--- src/rtl/usb_fs_nb_in_buf_pkg.sv ---
// Shared constants and helpers for the per-endpoint IN packet buffer.
package usb_fs_nb_in_buf_pkg;

  localparam int DefNumInEps         = 12;
  localparam int DefMaxInPktSizeByte = 32;

  // True when an index names an existing slot (index ports are wider than the slot count).
  function automatic logic idx_in_range(input logic [31:0] idx, input int limit);
    return idx < 32'(limit);
  endfunction

endpackage

--- src/rtl/usb_fs_nb_in_buf.sv ---
// One committed IN packet per endpoint, served non-destructively to the PE by byte offset.
// Combinational read path; state updates one cycle after write/commit/ack/rollback/flush.
module usb_fs_nb_in_buf
  import usb_fs_nb_in_buf_pkg::*;
#(
  parameter int  NumInEps         = DefNumInEps,
  parameter int  MaxInPktSizeByte = DefMaxInPktSizeByte,
  localparam int PktW             = $clog2(MaxInPktSizeByte),
  localparam int InEpW            = $clog2(NumInEps)
) (
  input  logic                clk_48mhz_i,
  input  logic                rst_i,
  input  logic                link_reset_i,
  input  logic                wr_en_i,
  input  logic [InEpW-1:0]    wr_ep_i,
  input  logic [PktW-1:0]     wr_addr_i,
  input  logic [7:0]          wr_data_i,
  input  logic                commit_i,
  input  logic [InEpW-1:0]    commit_ep_i,
  input  logic [PktW:0]       commit_len_i,
  input  logic [NumInEps-1:0] flush_i,
  input  logic [3:0]          in_ep_current_i,
  input  logic [PktW-1:0]     in_ep_get_addr_i,
  input  logic                in_ep_data_get_i,
  input  logic                in_ep_newpkt_i,
  input  logic                in_ep_acked_i,
  input  logic                in_ep_rollback_i,
  input  logic [NumInEps-1:0] in_ep_iso_i,
  output logic [NumInEps-1:0] in_ep_has_data_o,
  output logic [NumInEps-1:0] in_ep_data_done_o,
  output logic [7:0]          in_ep_data_o,
  output logic [NumInEps-1:0] sent_o,
  output logic                wr_err_o
);

  localparam int            MemDepth = NumInEps * MaxInPktSizeByte;
  localparam int            MemAw    = InEpW + PktW;
  localparam logic [PktW:0] MaxLen   = (PktW+1)'(MaxInPktSizeByte);

  logic [7:0] mem_q [MemDepth];

  logic [NumInEps-1:0]           has_data_q, has_data_d;
  logic [NumInEps-1:0]           in_flight_q, in_flight_d;
  logic [NumInEps-1:0]           flush_pend_q, flush_pend_d;
  logic [NumInEps-1:0]           sent_q, sent_d;
  logic [NumInEps-1:0][PktW:0]   len_q, len_d;
  logic                          wr_err_q, wr_err_d;

  logic             wr_ok, commit_ok, cur_ok;
  logic [InEpW-1:0] cur_ep;
  logic [MemAw-1:0] wr_idx, rd_idx;
  logic             unused_data_get;

  // Byte-consumed strobe carries no information the offset does not already give.
  assign unused_data_get = in_ep_data_get_i;

  assign cur_ep = in_ep_current_i[InEpW-1:0];
  assign cur_ok = idx_in_range(32'(in_ep_current_i), NumInEps);
  assign wr_idx = {wr_ep_i, wr_addr_i};
  assign rd_idx = {cur_ep, in_ep_get_addr_i};

  assign wr_ok     = wr_en_i && idx_in_range(32'(wr_ep_i), NumInEps) && !has_data_q[wr_ep_i];
  assign commit_ok = commit_i && idx_in_range(32'(commit_ep_i), NumInEps)
                     && (commit_len_i <= MaxLen) && !has_data_q[commit_ep_i];
  assign wr_err_d  = (wr_en_i && !wr_ok) || (commit_i && !commit_ok);

  assign in_ep_data_o = cur_ok ? mem_q[rd_idx] : 8'h00;

  always_comb begin
    for (int i = 0; i < NumInEps; i++) begin
      in_ep_data_done_o[i] = ({1'b0, in_ep_get_addr_i} >= len_q[i]);
    end
  end

  always_comb begin
    logic sel, rel, rb, start;
    sel          = 1'b0;
    rel          = 1'b0;
    rb           = 1'b0;
    start        = 1'b0;
    has_data_d   = has_data_q;
    in_flight_d  = in_flight_q;
    flush_pend_d = flush_pend_q;
    len_d        = len_q;
    sent_d       = '0;
    for (int i = 0; i < NumInEps; i++) begin
      sel   = cur_ok && (cur_ep == InEpW'(i));
      rel   = sel && in_flight_q[i]
              && (in_ep_acked_i || (in_ep_iso_i[i] && in_ep_data_done_o[i]));
      rb    = sel && in_flight_q[i] && in_ep_rollback_i && !rel;
      start = sel && !in_flight_q[i] && in_ep_newpkt_i && has_data_q[i];
      if (rel) begin
        has_data_d[i]   = 1'b0;
        in_flight_d[i]  = 1'b0;
        flush_pend_d[i] = 1'b0;
        sent_d[i]       = 1'b1;
      end else if (rb) begin
        in_flight_d[i] = 1'b0;
        if (flush_pend_q[i] || flush_i[i]) begin
          has_data_d[i]   = 1'b0;
          flush_pend_d[i] = 1'b0;
        end
      end else begin
        if (start) in_flight_d[i] = 1'b1;
        // A flush never pulls data out from under a packet the PE has started.
        if (flush_i[i] && has_data_q[i]) begin
          if (in_flight_q[i] || start) flush_pend_d[i] = 1'b1;
          else                         has_data_d[i]   = 1'b0;
        end
      end
      if (commit_ok && (commit_ep_i == InEpW'(i))) begin
        has_data_d[i] = 1'b1;
        len_d[i]      = commit_len_i;
      end
    end
  end

  always_ff @(posedge clk_48mhz_i) begin
    if (rst_i || link_reset_i) begin
      has_data_q   <= '0;
      in_flight_q  <= '0;
      flush_pend_q <= '0;
      sent_q       <= '0;
      len_q        <= '0;
      wr_err_q     <= 1'b0;
    end else begin
      has_data_q   <= has_data_d;
      in_flight_q  <= in_flight_d;
      flush_pend_q <= flush_pend_d;
      sent_q       <= sent_d;
      len_q        <= len_d;
      wr_err_q     <= wr_err_d;
    end
  end

  always_ff @(posedge clk_48mhz_i) begin
    if (wr_ok) mem_q[wr_idx] <= wr_data_i;
  end

  assign in_ep_has_data_o = has_data_q;
  assign sent_o           = sent_q;
  assign wr_err_o         = wr_err_q;

endmodule

--- config.mk ---
export PLATFORM = sky130hd
export DESIGN_NAME = usb_fs_nb_in_buf
export DESIGN_NICKNAME = d
export VERILOG_FILES = /design/src/rtl/usb_fs_nb_in_buf_pkg.sv /design/src/rtl/usb_fs_nb_in_buf.sv
export SDC_FILE = /design/constraint.sdc
export NUM_CORES = 2
export LEC_CHECK = 0
export BUFFER_PORTS_ARGS = -buffer_cell sky130_fd_sc_hd__buf_2
export CAP_MARGIN = 20
export CELL_PAD_IN_SITES_DETAIL_PLACEMENT = 0
export CELL_PAD_IN_SITES_GLOBAL_PLACEMENT = 1
export CORE_ASPECT_RATIO = 1.75
export CORE_MARGIN = 3
export CORE_UTILIZATION = 45
export DETAILED_ROUTE_END_ITERATION = 8
export PLACE_DENSITY = 0.68
export SYNTH_ARGS = -nofsm -noshare
export SYNTH_HDL_FRONTEND = slang
export SYNTH_SLANG_ARGS = --single-unit
--- constraint.sdc ---
create_clock -name clk_48mhz_i -period 5.21 [get_ports clk_48mhz_i]
set_clock_uncertainty 0.1 [all_clocks]
set_input_delay 0.2605 -clock clk_48mhz_i [delete_from_list [all_inputs] [get_ports clk_48mhz_i]]
set_output_delay 0.2605 -clock clk_48mhz_i [all_outputs]
set_load 0.005 [all_outputs]
==> impl_metrics.json <==
{
  "setup-violations-final": 0,
  "async_flop_share": 0,
  "maxSlewHeadroom": 0.08161,
  "cts.repair.resized": 0,
  "io_buffer_count": 112,
  "r2r-start": "in_ep_has_data_o[6]",
  "io_pins": 114,
  "cp_common_cell": "buf_4",
  "rsz0062_at_grt": "no",
  "gp_congestion": 0.8946,
  "critPathLaunchType": "input pin",
  "worst_ep_arrival_time_ps": 4430,
  "dp.cells": 9966,
  "vias": 65100,
  "via_per_inst": 6.178,
  "synthTopCellsByArea": "edfxtp_1, mux4_2, dfxtp_1, nor2_1, mux2i_1",
  "cts_setup_buffers": 0,
  "cts_num_sinks": 3193,
  "max_freq_mhz": 208.6,
  "syn_inst": 6166,
  "period_share": 0.9199,
  "path_clk_slew_ps": 70,
  "ys_types": 75,
  "synth_area_mm2": 0.1256,
  "worstSetupEndpoint": "in_ep_data_o[1]",
  "synth_top_area_frac": 0.7345,
  "critPathBufInv": 5,
  "synth_ff_type": "edfxtp_1",
  "power_density_mw_per_mm2": 365.8,
  "layout-drive-gt1-share": 0.2662,
  "fp.dieH_um": 704.9,
  "setup_tns_ps": 0,
  "grt_pass1_wl_mm": 517.8,
  "post-place-ws_ps": 417.2,
  "r2r_cells": 6,
  "whs_ps": 151.7,
  "syn-num-nets": 6295,
  "route.detailed.drc": 0,
  "grt_overflow": 0,
  "synth_top_area_cell": "edfxtp_1",
  "clock_path_buffers": 4,
  "holdBufCountCts": 77,
  "tightest_slew_ps": 1378,
  "cap_violations": 0,
  "peakVddDrop_uv": 263.0,
  "path_delay_family": "buffers and inverters",
  "required_ps": 4850,
  "period_needed_ps": 4793,
  "area_delta_synth_final_pct": 13.50,
  "cts_tree": "built",
  "dpl.hpwl_mm": 239.9,
  "critPathMaxStageDelay_ps": 780,
  "drv_slew": 0,
  "coreArea_mm2": 0.2777,
  "min_path_type": "input pin to flip-flop",
  "grt_max_degree": 172,
  "critPathMaxFanout": 59,
  "first_pass_iters": 6,
  "p_leak_nw": 45.07,
  "layout_setup_ws_ps": 417.2,
  "worstSetupEndpointType": "output pin",
  "regToRegSetupSlack_ps": 1020,
  "antenna_left": 0,
  "h-tree-depth": 5,
  "die_area_mm2": 0.2857,
  "start_util": 0.4523,
  "syn_avg_cell_area_um2": 20.37,
  "grt.total_usage": 0.2585,
  "path_cells": "buf_12 > buf_4 > buf_4 > mux4_2 > mux2i_1 > o311ai_0 > a21oi_1 > nand4_1 > nor3b_1 > buf_4 > buf_2",
  "synth_edf_count": 3072,
  "synth_seq_cells": 3193,
  "hold_violations": 0,
  "critPathKind": "input pin to output pin",
  "cts_made_buffers": 283,
  "clk-insertion-delay-late_ps": 860,
  "fin_nets": 6845,
  "fp-row-count": 256,
  "timing.rr.end": "mem_q[291][4]",
  "grt_antenna_before_repair": 20,
  "crit_path_start": "in_ep_get_addr_i[0]",
  "ys_seq_area_frac": 0.7538,
  "cp.depth": 11,
  "synth_warnings": 0,
  "first_iter_violations": 7577,
  "finalNonFillerCells": 10540,
  "cts-root-buf": "clkbuf_16",
  "wl_per_cell_um": 35.13,
  "finish.utilization": 0.5133,
  "totalWireLength_mm": 370.2,
  "grt_pass1_vias": 66750,
  "crit_path_top_delay_cell": "nor3b_1",
  "die_w_um": 405.4,
  "outcome": "completed"
}
cell usage after synthesis, types with 23 or more instances:
cell	instances
dfxtp_1	121
nand3_1	121
buf_4	63
edfxtp_1	3072
buf_6	43
a21oi_1	76
buf_2	93
nand2_1	243
mux4_2	829
ha_1	60
clkbuf_1	143
o31ai_1	32
nor4_1	23
a21o_1	33
o21ai_0	68
nor2_1	491
a31oi_1	41
inv_1	71
mux2i_1	115
a22oi_1	53
o22ai_1	44
cell usage in the layout (no fill, tap or decap), drive strengths merged, types with 94 or more instances in the layout:
| master | synthesis | layout |
|---|---|---|
| nand2 | 243 | 243 |
| edfxtp | 3072 | 3072 |
| clkinv | 2 | 94 |
| clkbuf | 143 | 346 |
| mux2i | 115 | 115 |
| mux4 | 829 | 829 |
| nor2 | 491 | 491 |
| nand3 | 121 | 121 |
| dfxtp | 121 | 121 |
| buf | 217 | 548 |
metal layers:
| layer | vias to the layer above | part of all wire | GRT usage |
|---|---|---|---|
| li1 | 26500 | - | - |
| met1 | 34740 | 0.34 | 0.3049 |
| met2 | 3088 | 0.52 | 0.4514 |
| met3 | 777 | 0.071 | 0.03649 |
| met4 | 2 | 0.069 | 0.1494 |
| met5 | - | 0.000030 | 0 |
layout make-up:
class | count | area, µm²
multi-input combinational | 2538 | 28730
antenna | 8 | 20.02
timing repair buffer | 625 | 5340
clock inverter | 140 | 1423
fill | 21810 | 135200
inverter | 75 | 289.0
clock buffer | 346 | 7552
tap | 3612 | 4519
sequential | 3193 | 94670
metrics by stage:
stage	power, mW	instance area (µm²)
after floorplan	30.10	125600
after global placement	31.64	132700
after detailed placement	31.69	132800
after CTS	52.45	142500
after global routing	53.40	142500
final	52.15	142500
flip-flops by register name, summed over array words and instances, names as in the netlist:
name,flops
mem_q,3072
flush_pend_q,12
in_ep_has_data_o,12
wr_err_o,1
sent_o,12
in_flight_q,12
len_q,72
kinds of logic after synthesis:
logic type      count (synthesis)  synth area share
compound gates                476           0.02593
fa+ha+maj                      60          0.005977
buf+inv                       435           0.01865
flops                        3193            0.7538
mux                           958            0.1591
simple gates                 1044           0.03658
where the power goes:
part / total, mW / internal (mW) / switching [mW]
clock network: 21.0 / 11.7 / 9.31
logic: 3.03 / 1.02 / 2.01
registers: 28.1 / 28.1 / 0.00599
total: 52.1 / 40.8 / 11.3
worst register-to-register path, cell delays in order (launching register included):
cell	delay, ps
dfxtp_1	430
mux4_2	500
mux2_2	280
o22ai_1	230
and3_1	550
nand2_1	730
nor2_1	1010
worst min path at each step:
stage | start | end | slack [ps] | cells after the start
2_1_floorplan | wr_data_i[0] | mem_q[0][0] | 260 | 0
3_3_place_gp | flush_pend_q[1] | flush_pend_q[1] | 340 | 2
3_5_place_dp | len_q[14] | len_q[14] | 360 | 2
4_1_cts | wr_addr_i[4] | mem_q[264][3] | 60 | 5
5_1_grt | wr_addr_i[4] | mem_q[265][2] | 150 | 5
6_report | wr_addr_i[4] | mem_q[264][3] | 150 | 5
No activity file was read; power rests on OpenSTA's default activity.
